### config.mk
export PLATFORM = sky130hd
export DESIGN_NAME = mio_responder_flat
export DESIGN_NICKNAME = d
export VERILOG_FILES = /design/src/rtl/mio_pkg.sv /design/src/rtl/mio_responder_if.sv /design/src/rtl/mio_wait_timer.sv /design/src/rtl/mio_responder.sv /design/src/flat_wrapper.sv
export SDC_FILE = /design/constraint.sdc
export NUM_CORES = 1
export LEC_CHECK = 0
export CAP_MARGIN = 20
export CORE_ASPECT_RATIO = 1.25
export CORE_MARGIN = 1
export CORE_UTILIZATION = 30
export CTS_CLUSTER_DIAMETER = 120
export DETAILED_ROUTE_END_ITERATION = 16
export DONT_BUFFER_PORTS = 1
export PLACE_DENSITY_LB_ADDON = 0.2
export SLEW_MARGIN = 20
export SYNTH_ARGS = -nofsm -noshare
export SYNTH_HDL_FRONTEND = slang
export SYNTH_HIERARCHICAL = 1
export SYNTH_SLANG_ARGS = --single-unit
### constraint.sdc
create_clock -name clk -period 3.65 [get_ports clk]
set_clock_uncertainty 0.2 [all_clocks]
set_input_delay 0.73 -clock clk [delete_from_list [all_inputs] [get_ports clk]]
set_output_delay 0.73 -clock clk [all_outputs]
set_load 0.01 [all_outputs]
### src/rtl/mio_pkg.sv
// Shared definitions for the memory/IO bus responder: state encoding,
// IO region decode constant and the wait-count clamp helper.
package mio_pkg;

   typedef enum logic [1:0] {
      IDLE   = 2'd0,
      ACCESS = 2'd1,
      WAIT   = 2'd2,
      DONE   = 2'd3
   } mio_state_t;

   localparam logic [2:0] IO_REGION_HI = 3'b111;

   // A zero wait would leave no cycle for the synchronous RAM read to land
   function automatic int eff_wait(input int w);
      return (w < 1) ? 1 : w;
   endfunction

endpackage

### src/rtl/mio_responder_if.sv
// CPU-side request/response bundle between the controller (master)
// and the memory/IO responder (slave).
interface mio_responder_if;

   logic        CPU_MIO;
   logic        mem_w;
   logic [31:0] addr_bus;
   logic [31:0] Data_out;
   logic [31:0] Data_in;
   logic        MIO_ready;

   modport master (
      output CPU_MIO, mem_w, addr_bus, Data_out,
      input  Data_in, MIO_ready
   );

   modport slave (
      input  CPU_MIO, mem_w, addr_bus, Data_out,
      output Data_in, MIO_ready
   );

endinterface

### src/rtl/mio_wait_timer.sv
// Loadable down-counter that saturates at zero; zero flags the final
// wait cycle of the access currently in flight.
module mio_wait_timer #(
   parameter int W = 2
) (
   input  logic         clk,
   input  logic         rst,
   input  logic         load,
   input  logic [W-1:0] load_val,
   input  logic         dec,
   output logic         zero
);

   logic [W-1:0] count;

   always_ff @(posedge clk or posedge rst) begin
      if (rst) begin
         count <= '0;
      end else if (load) begin
         count <= load_val;
      end else if (dec && (count != '0)) begin
         count <= count - 1'b1;
      end
   end

   assign zero = (count == '0);

endmodule

### src/rtl/mio_responder.sv
// Memory/IO responder: accepts one CPU request, strobes RAM or IO once,
// waits a per-region number of cycles, then completes a 4-phase handshake.
module mio_responder
   import mio_pkg::*;
#(
   parameter int RAM_AW   = 10,
   parameter int RAM_WAIT = 1,
   parameter int IO_WAIT  = 3
) (
   input  logic              clk,
   input  logic              rst,
   mio_responder_if.slave    bus,
   output logic              ram_en,
   output logic              ram_we,
   output logic [RAM_AW-1:0] ram_addr,
   output logic [31:0]       ram_din,
   input  logic [31:0]       ram_dout,
   output logic              io_en,
   output logic              io_we,
   output logic [31:0]       io_addr,
   output logic [31:0]       io_wdata,
   input  logic [31:0]       io_rdata
);

   localparam int RAM_N = eff_wait(RAM_WAIT);
   localparam int IO_N  = eff_wait(IO_WAIT);
   localparam int MAX_N = (RAM_N > IO_N) ? RAM_N : IO_N;
   localparam int CW    = $clog2(MAX_N + 1);

   mio_state_t        state, state_nxt;
   logic              we_q, we_nxt;
   logic              io_sel_q, io_sel_nxt;
   logic [31:0]       data_in_q, data_in_nxt;
   logic              mio_ready_q, mio_ready_nxt;
   logic              ram_en_nxt, ram_we_nxt, io_en_nxt, io_we_nxt;
   logic [RAM_AW-1:0] ram_addr_nxt;
   logic [31:0]       ram_din_nxt, io_addr_nxt, io_wdata_nxt;
   logic              is_io;
   logic              timer_load, timer_dec, timer_zero;
   logic [CW-1:0]     timer_val;

   assign is_io = (bus.addr_bus[31:29] == IO_REGION_HI);

   // The timer holds N-1 so that its zero flag marks the last of N wait cycles
   mio_wait_timer #(.W(CW)) u_timer (
      .clk      (clk),
      .rst      (rst),
      .load     (timer_load),
      .load_val (timer_val),
      .dec      (timer_dec),
      .zero     (timer_zero)
   );

   always_ff @(posedge clk or posedge rst) begin
      if (rst) begin
         state       <= IDLE;
         we_q        <= 1'b0;
         io_sel_q    <= 1'b0;
         data_in_q   <= '0;
         mio_ready_q <= 1'b0;
         ram_en      <= 1'b0;
         ram_we      <= 1'b0;
         ram_addr    <= '0;
         ram_din     <= '0;
         io_en       <= 1'b0;
         io_we       <= 1'b0;
         io_addr     <= '0;
         io_wdata    <= '0;
      end else begin
         state       <= state_nxt;
         we_q        <= we_nxt;
         io_sel_q    <= io_sel_nxt;
         data_in_q   <= data_in_nxt;
         mio_ready_q <= mio_ready_nxt;
         ram_en      <= ram_en_nxt;
         ram_we      <= ram_we_nxt;
         ram_addr    <= ram_addr_nxt;
         ram_din     <= ram_din_nxt;
         io_en       <= io_en_nxt;
         io_we       <= io_we_nxt;
         io_addr     <= io_addr_nxt;
         io_wdata    <= io_wdata_nxt;
      end
   end

   always_comb begin
      state_nxt    = state;
      we_nxt       = we_q;
      io_sel_nxt   = io_sel_q;
      data_in_nxt  = data_in_q;
      ram_en_nxt   = 1'b0;
      ram_we_nxt   = 1'b0;
      io_en_nxt    = 1'b0;
      io_we_nxt    = 1'b0;
      ram_addr_nxt = ram_addr;
      ram_din_nxt  = ram_din;
      io_addr_nxt  = io_addr;
      io_wdata_nxt = io_wdata;
      timer_load   = 1'b0;
      timer_dec    = 1'b0;
      timer_val    = '0;

      unique case (state)
         IDLE: begin
            if (bus.CPU_MIO) begin
               we_nxt       = bus.mem_w;
               io_sel_nxt   = is_io;
               ram_en_nxt   = !is_io;
               ram_we_nxt   = !is_io && bus.mem_w;
               io_en_nxt    = is_io;
               io_we_nxt    = is_io && bus.mem_w;
               ram_addr_nxt = bus.addr_bus[RAM_AW+1:2];
               ram_din_nxt  = bus.Data_out;
               io_addr_nxt  = bus.addr_bus;
               io_wdata_nxt = bus.Data_out;
               timer_load   = 1'b1;
               timer_val    = is_io ? CW'(IO_N - 1) : CW'(RAM_N - 1);
               state_nxt    = ACCESS;
            end
         end
         ACCESS: begin
            state_nxt = WAIT;
         end
         WAIT: begin
            if (timer_zero) begin
               data_in_nxt = we_q ? 32'd0 : (io_sel_q ? io_rdata : ram_dout);
               state_nxt   = DONE;
            end else begin
               timer_dec = 1'b1;
            end
         end
         DONE: begin
            if (!bus.CPU_MIO) begin
               state_nxt = IDLE;
            end
         end
         default: state_nxt = IDLE;
      endcase

      mio_ready_nxt = (state_nxt == DONE);
   end

   assign bus.Data_in   = data_in_q;
   assign bus.MIO_ready = mio_ready_q;

endmodule

### src/flat_wrapper.sv
// flat-port wrapper written by rule: the top's interface ports become plain ports
module mio_responder_flat import mio_pkg::*;
#(
   parameter int RAM_AW   = 10,
   parameter int RAM_WAIT = 1,
   parameter int IO_WAIT  = 3
)
  (clk, rst, ram_en, ram_we, ram_addr, ram_din, ram_dout, io_en, io_we, io_addr, io_wdata, io_rdata, bus_CPU_MIO, bus_mem_w, bus_addr_bus, bus_Data_out, bus_Data_in, bus_MIO_ready);
  mio_responder_if bus_i ();
  input  logic clk;
  input  logic rst;
  output logic ram_en;
  output logic ram_we;
  output logic [RAM_AW-1:0] ram_addr;
  output logic [31:0] ram_din;
  input  logic [31:0] ram_dout;
  output logic io_en;
  output logic io_we;
  output logic [31:0] io_addr;
  output logic [31:0] io_wdata;
  input  logic [31:0] io_rdata;
  input wire logic [$bits(bus_i.CPU_MIO)-1:0] bus_CPU_MIO;
  input wire logic [$bits(bus_i.mem_w)-1:0] bus_mem_w;
  input wire logic [$bits(bus_i.addr_bus)-1:0] bus_addr_bus;
  input wire logic [$bits(bus_i.Data_out)-1:0] bus_Data_out;
  output wire logic [$bits(bus_i.Data_in)-1:0] bus_Data_in;
  output wire logic [$bits(bus_i.MIO_ready)-1:0] bus_MIO_ready;
  assign bus_i.CPU_MIO = bus_CPU_MIO;
  assign bus_i.mem_w = bus_mem_w;
  assign bus_i.addr_bus = bus_addr_bus;
  assign bus_i.Data_out = bus_Data_out;
  assign bus_Data_in = bus_i.Data_in;
  assign bus_MIO_ready = bus_i.MIO_ready;
  mio_responder #(.RAM_AW(RAM_AW), .RAM_WAIT(RAM_WAIT), .IO_WAIT(IO_WAIT)) u_core (.clk(clk), .rst(rst), .bus(bus_i), .ram_en(ram_en), .ram_we(ram_we), .ram_addr(ram_addr), .ram_din(ram_din), .ram_dout(ram_dout), .io_en(io_en), .io_we(io_we), .io_addr(io_addr), .io_wdata(io_wdata), .io_rdata(io_rdata));
endmodule
**Word-level counts from Yosys, hierarchy flattened**

Cells that the tools add are included.

- Logic and storage cells: 52
- Input port bits: 132
- Bits in registers: 117
- Output and inout port bits: 143

- Eq/ne operators: 5
- Reduce and logical (&&, ||, !) cells: 10
- Multiplexer cells: 23
- Add/sub/neg operators: 1

Operators with widths:

| operator | count |
|---|---|
| 32-bit 2-to-1 mux | 2 |
| 2-bit 2-to-1 mux | 8 |
| 1-bit 2-to-1 mux | 12 |
| 2-bit one-hot mux with 4 select lines | 1 |
| 2-bit == test, second input constant | 3 |
| 2-bit logical NOT | 2 |
| 2-bit AND reduction | 2 |
| 2-bit nonzero test | 2 |
| 3-bit == test, second input constant | 1 |
| 1-bit logical AND | 3 |
| 2-bit by 1-bit == test with 1-bit output, second input constant | 1 |
| 2-bit by 1-bit subtractor with 2-bit output, second input constant | 1 |
| 1-bit logical NOT | 1 |

**Longest topological paths before layout**

Gate-level depths: netlist of run 1.

- Depth after elaboration: 6
- Depth in mapped cells: 7
- Depth with buffers taken out: 5

**By module**

Netlist of run 1, hierarchy kept.

By module, submodules not included:

| module | area each (um^2) | times used | cells an instance | seq. area each (um^2) |
|---|---|---|---|---|
| mio_responder | 4682.0 | 1 | 315 | 2627.5 |
| mio_wait_timer | 135.1 | 1 | 13 | 50.0 |

**Worst setup path before layout of run 1**

OpenSTA, ideal clock, no wires.

- Kind: input to register
- Start point: input bus_CPU_MIO
- End point: register u_core.u_timer.count[0]
- Path buffers: 3
- Cell stages on the path: 7
- Path slack: 1.324 ns
- Setup time: 0.126 ns
- Data arrival time: 2.000 ns
- Data required time: 3.324 ns
- Cells stage by stage: or3b_1 buf_6 clkinv_4 buf_12 buf_8 and2b_4 a221o_1

- Longest elaborated chain between the ends: 3
- Elaborated cells on any way between the ends: 6
- Those cells by class: mux: 5; reduce/logical: 1

RTL lines:

| element | line | RTL |
|---|---|---|
| start, declared | flat_wrapper.sv:22 | `input wire logic [$bits(bus_i.CPU_MIO)-1:0] bus_CPU_MIO;` |
| 1-bit 2-to-1 mux (*) | mio_responder.sv:105 | `if (bus.CPU_MIO) begin` |
| 1-bit 2-to-1 mux (*) | mio_responder.sv:103 | `unique case (state)` |
| via u_core.timer_load | mio_responder.sv:39 | `logic timer_load, timer_dec, timer_zero;` |
| 2-bit 2-to-1 mux or 2-bit nonzero test (tied branches) | -- |  |
| end signal, assigned | mio_wait_timer.sv:20 | `count <= load_val;` |
| end signal, assigned | mio_wait_timer.sv:22 | `count <= count - 1'b1;` |
| end, declared | mio_wait_timer.sv:14 | `logic [W-1:0] count;` |

The timed path passes the listed nets; every way through them passes the cells marked *.
A chain may end at the register's enable or synchronous reset.

**Worst setup path after layout of run 1**

- Start point: register u_core.state[0]
- End point: register u_core.io_wdata[20]

- Longest elaborated chain between the ends: 2

RTL lines:

| element | line | RTL |
|---|---|---|
| start, declared | mio_responder.sv:30 | `mio_state_t state, state_nxt;` |
| start signal, assigned | mio_responder.sv:70 | `state <= state_nxt;` |
| 2-bit logical NOT | mio_responder.sv:103 |  |
| 2-bit AND reduction (no line) | -- |  |
| end signal, assigned | mio_responder.sv:82 | `io_wdata <= io_wdata_nxt;` |
| end, declared | mio_responder.sv:21 | `output logic [31:0] io_wdata,` |

Every way passes these cells.

==> results of run 1 <==
[cell usage after synthesis (2+ instances only)]
cell type                     n
sky130_fd_sc_hd__a221o_1      2
sky130_fd_sc_hd__buf_1        2
sky130_fd_sc_hd__and3_1       2
sky130_fd_sc_hd__dfrtp_1    107
sky130_fd_sc_hd__mux2i_1     33
sky130_fd_sc_hd__mux2_1       7
sky130_fd_sc_hd__clkbuf_1     6
sky130_fd_sc_hd__buf_4       44
sky130_fd_sc_hd__buf_2        3
sky130_fd_sc_hd__mux2_4      30
sky130_fd_sc_hd__o2bb2ai_1   32
sky130_fd_sc_hd__nor2_1       3
sky130_fd_sc_hd__inv_1        5
sky130_fd_sc_hd__nor4b_1      2
sky130_fd_sc_hd__buf_12       4
sky130_fd_sc_hd__mux2_2      29
[metal layers]
layer  vias to the layer above  share of wire
li1                       1040              -
met1                      1187           0.40
met5                         -              0
met4                         0          0.021
met2                       128           0.50
met3                        10          0.082
[cell type report]
type | count | area, um2
Inverter | 6 | 31.3
Timing Repair Buffer | 7 | 67.6
Clock buffer | 11 | 243
Sequential cell | 107 | 2680
Fill cell | 1530 | 10700
Clock inverter | 4 | 27.5
Multi-Input combinational cell | 154 | 1630
Tap cell | 212 | 265
[final timing paths]
check,startpoint,to,cells after the start
max in group asynchronous,rst,u_core/bus.Data_in[25]$_DFFE_PP0P_,2
worst min-delay path,rst,u_core/io_wdata[3]$_DFFE_PP0P_,1
min in group clk,bus_Data_out[0],u_core/io_wdata[0]$_DFFE_PP0P_,1
worst max register to register,u_core/state[0]$_DFF_PP0_,u_core/io_wdata[20]$_DFFE_PP0P_,4
worst max-delay path,u_core/state[0]$_DFF_PP0_,u_core/io_wdata[20]$_DFFE_PP0P_,4
worst min register to register,u_core/state[1]$_DFF_PP0_,u_core/state[1]$_DFF_PP0_,1
[sequential cells by signal (all words and copies together) (netlist names)]
register / flops
u_core/io_we: 1
u_core/bus.Data_in: 32
u_core/ram_addr: 9
u_core/ram_we: 1
u_core/io_addr: 23
u_core/u_timer/count: 2
u_core/io_en: 1
u_core/io_sel_q: 1
u_core/state: 2
u_core/we_q: 1
u_core/bus.MIO_ready: 1
u_core/io_wdata: 32
u_core/ram_en: 1
[power groups by stage]
stage	logic, mW	registers [mW]	clock network (mW)
global placement	1.16	2.71	0
floorplan	1.63	2.31	0
detailed placement	1.20	2.70	0
global route	1.30	2.78	0.983
finish	1.18	2.67	0.897
CTS	1.20	2.69	0.944
[timing repair]
action	4_1_cts	5_1_grt
hold endpoints to repair	2	0
gates resized for setup	0	0
hold buffers	1	0
[metrics by stage]
stage / hold slack [ns] / util
floorplan: 0.271 / -
global placement: 0.282 / 0.298
detailed placement: 0.280 / 0.298
CTS: 0.103 / 0.316
global route: 0.121 / 0.316
finish: 0.0961 / 0.316
[kinds of logic after synthesis]
family | count (synthesis)
AOI/OAI and AO/OA | 36
adders and majority gates | 1
buffers and inverters | 67
DFF | 107
muxes | 99
other | 1
and+or+nand+nor | 17
[worst max-delay path, stage by stage (launching register included)]
cell and delay (ns):
sky130_fd_sc_hd__dfrtp_1 0.44, sky130_fd_sc_hd__or3b_1 0.53, sky130_fd_sc_hd__clkinv_4 0.39, sky130_fd_sc_hd__buf_4 0.35
sky130_fd_sc_hd__mux2_4 0.32
==> flow_summary.rst, run 1 <==
.. list-table::
   :header-rows: 1

   * - Metric
     - Value
   * - Number of buffers inserted during clock tree synthesis
     - 9
   * - Pin count of the biggest net entering global routing
     - 52
   * - Most common cell after layout, fill and taps aside
     - sky130_fd_sc_hd__dfrtp_1
   * - Multiplexer fraction of the synthesized cell area
     - 0.246
   * - Total count of max-transition violations in the final report
     - 0
   * - Part of the power in the clock network
     - 0.189
   * - Number of nets in the layout
     - 418
   * - Area contributors post-synth
     - sky130_fd_sc_hd__dfrtp_1 (56%), sky130_fd_sc_hd__mux2_4 (9.4%), sky130_fd_sc_hd__buf_4 (6.9%), sky130_fd_sc_hd__mux2i_1 (6.9%), sky130_fd_sc_hd__mux2_2 (6.8%)
   * - Overall global routing resource usage
     - 0.113
   * - Core area
     - 0.0156 mm2
   * - Net count after synthesis
     - 461
   * - Switching portion of total power
     - 0.378
   * - GRT busiest layer
     - met2
   * - Remaining global-route overflow
     - 0
   * - Number of iterations in the first detailed-routing pass
     - 4
   * - Yosys reg bits
     - 107
   * - Min Clock Period, post-route
     - 2.41 ns
   * - Count of final hold-check violations
     - 0
   * - Most common flop cell mapped by yosys
     - sky130_fd_sc_hd__dfrtp_1
   * - DR iter-0 viols
     - 73
   * - Reported net switching power
     - 1.79 mW
   * - Highest attainable clock frequency
     - 415 MHz
   * - Count of endpoints failing setup in the final report
     - 0
   * - Total half-perimeter wirelength after legalization and detailed placement
     - 6980 um
   * - TritonCTS clock tree
     - built
   * - Startpoint-to-endpoint class of the critical path
     - flop to flop
   * - CP startpoint kind
     - flop
   * - Register share of total power
     - 0.562
   * - Synth top area share
     - 0.556
   * - Placed Cells
     - 485
   * - Synth Area in Simple Gates
     - 0.0244
   * - Compound-gate portion of the synthesized area
     - 0.0644
   * - Internal power summed over all cells
     - 2.95 mW
   * - Final Non-Filler Cells
     - 501
   * - Count of buffers added by post-CTS timing repair for setup
     - 0
   * - Combinational family with the most area after synthesis
     - multiplexers
   * - Routed via count
     - 2365
   * - Status
     - finished, final reports clean
   * - Transition time at the pin with the least slew margin
     - 0.902 ns
   * - Clock input transition at the sequential cells of the worst setup and hold paths
     - 0.07 ns
   * - Share of synthesized area occupied by flip-flops and latches
     - 0.556
   * - Final weighted congestion of routability-driven global placement
     - 0.718
   * - Nature of the critical path endpoint
     - flop
   * - Count of input and output buffers
     - 0
   * - Clk Tree Root Cell
     - sky130_fd_sc_hd__clkbuf_16
   * - Via density per instance
     - 4.72
   * - Peak ir drop on the vdd network
     - 306 uV
   * - Unrepaired setup endpoints after global routing
     - false
   * - DRC violation count after routing
     - 0
   * - Standard-cell rows
     - 51
   * - Relative area change from synthesis to final layout
     - 2.62%
   * - Adder and majority gate portion of the synthesized area
     - 0.00260
   * - Least setup slack across all paths after layout
     - 1.24 ns
   * - Met1 Resource Use GR
     - 0.131
   * - Cell area power density
     - 960 mW/mm2
   * - Horizontal extent of the die
     - 115 um
   * - Minimum setup slack among reg-to-reg paths
     - 1.24 ns
   * - Global-route wire length before repair
     - 13800 um
   * - Floorplan die area
     - 0.0166 mm2
   * - Area of the mapped netlist
     - 0.00482 mm2
   * - Commonest cells after routing, fill and taps aside
     - sky130_fd_sc_hd__dfrtp_1 (106), sky130_fd_sc_hd__mux2i_1 (33), sky130_fd_sc_hd__o2bb2ai_1 (32), sky130_fd_sc_hd__mux2_4 (30), sky130_fd_sc_hd__mux2_2 (29)
   * - Number of antenna-violating nets in the routed design
     - 0
   * - Pre-CTS setup slack
     - 0.934 ns
   * - Number of global-route vias before repair
     - 2422
   * - Routed wire length
     - 9690 um
   * - I/O pins
     - 275
   * - Clock sink count
     - 107
   * - Hold crit path type
     - input pin to asynchronous set/reset pin
   * - Fraction of final layout cells with drive strength greater than 1
     - 0.287
   * - Synthesized instance count
     - 328
   * - Starting density of the core
     - 0.308
   * - Met3 Use GR
     - 0.0392
   * - Xor/xnor cell area share of the yosys netlist
     - 0
   * - Per-instance average area after synthesis
     - 14.7 um2
   * - Chip height
     - 144 um
   * - Max capacitance violation total
     - 0
   * - Combinational group share of total power
     - 0.249
   * - Total negative slack
     - 0 ns
   * - Period utilization
     - 0.660
   * - Routed wire per std cell
     - 19.3 um
   * - Clock latency at the later pin of the worst-skew pair
     - 0.34 ns
   * - EDFF count, synth
     - 0
   * - Met2 Track Usage GR
     - 0.180
   * - Number of H-tree levels
     - 3
   * - Initial antenna violation count
     - 0
   * - Clk buf depth
     - 2
   * - Data arrival time of the critical path
     - 2.43 ns
   * - Max-slew headroom
     - 0.399
   * - Number of diodes
     - 0
   * - Leakage component of the power
     - 2.06 nW
   * - Synthesis Warnings
     - 6
   * - Synth unique cells
     - 33
   * - Post-route design area
     - 0.00494 mm2
   * - Total design power
     - 4.75 mW
   * - DP Area
     - 0.00466 mm2
   * - Share of async-settable or async-resettable flops after synthesis
     - 1.00
   * - Critical Path RT
     - 3.67 ns
   * - Largest fanout on the critical path
     - 50
   * - Most area-hungry cell type in the Yosys netlist
     - sky130_fd_sc_hd__dfrtp_1
Power figures use the tool's default switching activity.
==> run 2, diff against run 1 <==
==> constraint.sdc (replaced) <==
create_clock -name clk -period 2.5 [get_ports clk]
set_clock_uncertainty 0.2 [all_clocks]
set_input_delay 0.5 -clock clk [delete_from_list [all_inputs] [get_ports clk]]
set_output_delay 0.5 -clock clk [all_outputs]
set_load 0.01 [all_outputs]
==> run 2 against run 1 <==
Net effect: worst hold slack lost 0.012 ns; fmax up 18%; cell area up 1.9%; die area is the same; clock power up 61%; core utilization up 0.59 points; largest power group unchanged; combinational power rose by 60%; wire length rose by 1.8%.
==> flow_summary.rst, run 2 (synthesis results as in run 1) <==
.. list-table::
   :header-rows: 1

   * - Metric
     - Value
   * - Critical Path RT
     - 2.52 ns (-1.15 ns)
   * - Via density per instance
     - 4.77 (+1.1%)
   * - Core area
     - 0.0156 mm2 (unchanged)
   * - Data arrival time of the critical path
     - 2.07 ns (-0.36 ns)
   * - I/O pins
     - 275 (unchanged)
   * - Number of H-tree levels
     - 3 (unchanged)
   * - Pin count of the biggest net entering global routing
     - 48 (-7.7%)
   * - Hold crit path type
     - input pin to flop
   * - Post-route design area
     - 0.00504 mm2 (+1.9%)
   * - Highest attainable clock frequency
     - 488 MHz (+18%)
   * - Starting density of the core
     - 0.308 (unchanged)
   * - Number of diodes
     - 0 (unchanged)
   * - Internal power summed over all cells
     - 4.45 mW (+51%)
   * - Leakage component of the power
     - 2.11 nW (+2.3%)
   * - Routed wire length
     - 9870 um (+1.8%)
   * - Worst min-delay path startpoint
     - bus_Data_out[2]
   * - DR iter-0 viols
     - 50 (-32%)
   * - Status
     - finished, final reports clean
   * - Transition time at the pin with the least slew margin
     - 0.534 ns (-0.368 ns)
   * - Remaining global-route overflow
     - 0 (unchanged)
   * - Nature of the critical path endpoint
     - flop
   * - Switching portion of total power
     - 0.374 (-0.00382)
   * - Number of antenna-violating nets in the routed design
     - 0 (unchanged)
   * - Reported net switching power
     - 2.66 mW (+48%)
   * - CP startpoint kind
     - flop
   * - Least setup slack across all paths after layout
     - 0.449 ns (-0.790 ns)
   * - TritonCTS clock tree
     - built
   * - Count of endpoints failing setup in the final report
     - 0 (unchanged)
   * - Routed via count
     - 2411 (+1.9%)
   * - Max capacitance violation total
     - 0 (unchanged)
   * - Count of final hold-check violations
     - 0 (unchanged)
   * - Placed Cells
     - 488 (+0.62%)
   * - Period utilization
     - 0.820 (+0.160)
   * - Peak ir drop on the vdd network
     - 501 uV (+63%)
   * - Standard-cell rows
     - 51 (unchanged)
   * - Relative area change from synthesis to final layout
     - 4.55%
   * - Met1 Resource Use GR
     - 0.134 (+0.00346)
   * - Met2 Track Usage GR
     - 0.192 (+0.0123)
   * - DP Area
     - 0.00472 mm2 (+1.3%)
   * - Clk buf depth
     - 2 (unchanged)
   * - CTS resizes
     - 0 (unchanged)
   * - Largest fanout on the critical path
     - 28 (-44%)
   * - Unrepaired setup endpoints after global routing
     - false
   * - Min Clock Period, post-route
     - 2.05 ns (-0.360 ns)
   * - Max-slew headroom
     - 0.644 (+0.245)
   * - R2R Path Start
     - u_core/state[1]$_DFF_PP0_
   * - Count of input and output buffers
     - 0 (unchanged)
   * - Clock input transition at the sequential cells of the worst setup and hold paths
     - 0.07 ns (about the same)
   * - Total count of max-transition violations in the final report
     - 0 (unchanged)
   * - Minimum setup slack among reg-to-reg paths
     - 0.45 ns (-0.79 ns)
   * - Overall global routing resource usage
     - 0.117 (+0.00414)
   * - Clock latency at the later pin of the worst-skew pair
     - 0.34 ns (about the same)
   * - Total half-perimeter wirelength after legalization and detailed placement
     - 7040 um (+0.89%)
   * - Count of buffers added by post-CTS timing repair for setup
     - 0 (unchanged)
   * - Number of global-route vias before repair
     - 2516 (+3.9%)
   * - Commonest cells after routing, fill and taps aside
     - sky130_fd_sc_hd__dfrtp_1 (106), sky130_fd_sc_hd__mux2i_1 (33), sky130_fd_sc_hd__o2bb2ai_1 (32), sky130_fd_sc_hd__mux2_4 (30), sky130_fd_sc_hd__mux2_2 (29)
   * - Register share of total power
     - 0.532 (-0.030)
   * - Post-Route Hold Slack
     - 0.0836 ns (-0.0125 ns)
   * - Chip height
     - 144 um (unchanged)
   * - Combinational group share of total power
     - 0.265 (+0.016)
   * - Final Non-Filler Cells
     - 505 (+0.80%)
   * - Met3 Use GR
     - 0.0443 (+0.00506)
   * - Core Util, Final
     - 0.322 (+0.00592)
   * - Clock sink count
     - 107 (unchanged)
   * - Cell count of the worst hold path
     - 1
   * - Total design power
     - 7.11 mW (+50%)
   * - Total negative slack
     - 0 ns (unchanged)
   * - GRT busiest layer
     - met2
   * - Startpoint-to-endpoint class of the critical path
     - flop to flop
   * - Critical R2R Capture
     - u_core/io_wdata[26]$_DFFE_PP0P_
   * - Global-route wire length before repair
     - 14300 um (+4.1%)
   * - Register-to-Register Path Depth
     - 4 (unchanged)
   * - Number of buffers inserted during clock tree synthesis
     - 9 (unchanged)
   * - Fraction of final layout cells with drive strength greater than 1
     - 0.297 (+0.00973)
   * - Routed wire per std cell
     - 19.5 um (+1.0%)
   * - Final weighted congestion of routability-driven global placement
     - 0.742 (+3.3%)
   * - Horizontal extent of the die
     - 115 um (unchanged)
   * - Cell area power density
     - 1410 mW/mm2 (+47%)
   * - Initial antenna violation count
     - 0 (unchanged)
   * - Most common cell after layout, fill and taps aside
     - sky130_fd_sc_hd__dfrtp_1
   * - Min-Delay Endpoint
     - u_core/io_wdata[2]$_DFFE_PP0P_
   * - Floorplan die area
     - 0.0166 mm2 (unchanged)
   * - Number of nets in the layout
     - 421 (+0.72%)
   * - DRC violation count after routing
     - 0 (unchanged)
   * - Part of the power in the clock network
     - 0.203 (+0.014)
   * - Clk Tree Root Cell
     - sky130_fd_sc_hd__clkbuf_16
   * - Pre-CTS setup slack
     - 0.433 ns (-0.502 ns)
   * - Number of iterations in the first detailed-routing pass
     - 3 (-1)
-- run 2: cell types whose count changed in the layout (fill, tap and decap cells not counted), sizes merged --
cell and change:
clkinv +1, bufinv +1, buf +3, clkinvlp -2
inv +1
-- run 2: worst max-delay path, cell delays in order (launching register included) --
cell,delay [ns]
sky130_fd_sc_hd__dfrtp_1,0.43
sky130_fd_sc_hd__or3b_1,0.46
sky130_fd_sc_hd__clkinv_4,0.23
sky130_fd_sc_hd__buf_12,0.25
sky130_fd_sc_hd__mux2_4,0.32
-- run 2: cell type report --
type	count	area, um2
repair buffers	10	128
fillers	1545	10600
clock buffers	11	243
clock inverters	5	60.1
flip-flops and latches	107	2680
multi-input cells	154	1630
inverters	6	31.3
well taps	212	265
-- run 2: power groups by stage --
stage / logic (mW) / clock network (mW) / registers (mW)
5_1_grt: 2.08 / 1.59 / 3.92
3_5_place_dp: 1.92 / 0 / 3.82
3_3_place_gp: 1.84 / 0 / 3.83
6_report: 1.89 / 1.44 / 3.78
4_1_cts: 1.92 / 1.52 / 3.80
2_1_floorplan: 2.38 / 0 / 3.37
-- run 2: timing repair --
action / 4_1_cts / 5_1_grt
setup endpoints to repair: 0 / 0
hold endpoints to repair: 17 / 0
hold buffers: 1 / 0
-- run 2: how the worst max path moves through the flow --
| stage | from | to | slack [ns] | cells past startpoint |
|---|---|---|---|---|
| 6_report | u_core/state[1]$_DFF_PP0_ | u_core/io_wdata[26]$_DFFE_PP0P_ | 0.45 | 4 |
| 3_3_place_gp | bus_CPU_MIO | u_core/io_wdata[11]$_DFFE_PP0P_ | 0.46 | 4 |
| 2_1_floorplan | bus_CPU_MIO | u_core/u_timer/count[0]$_DFFE_PP0P_ | 0.40 | 7 |
| 5_1_grt | u_core/state[1]$_DFF_PP0_ | u_core/io_wdata[26]$_DFFE_PP0P_ | 0.37 | 4 |
| 4_1_cts | u_core/state[1]$_DFF_PP0_ | u_core/io_wdata[26]$_DFFE_PP0P_ | 0.43 | 4 |
| 3_5_place_dp | bus_CPU_MIO | u_core/io_wdata[7]$_DFFE_PP0P_ | 0.43 | 4 |
-- run 2: per-layer routing --
| layer | share of wire | routed length (um) |
|---|---|---|
| met1 | 0.39 | 3860 |
| met2 | 0.51 | 5030 |
| met3 | 0.082 | 813 |
| met5 | 0 | 0 |
| met4 | 0.016 | 162 |
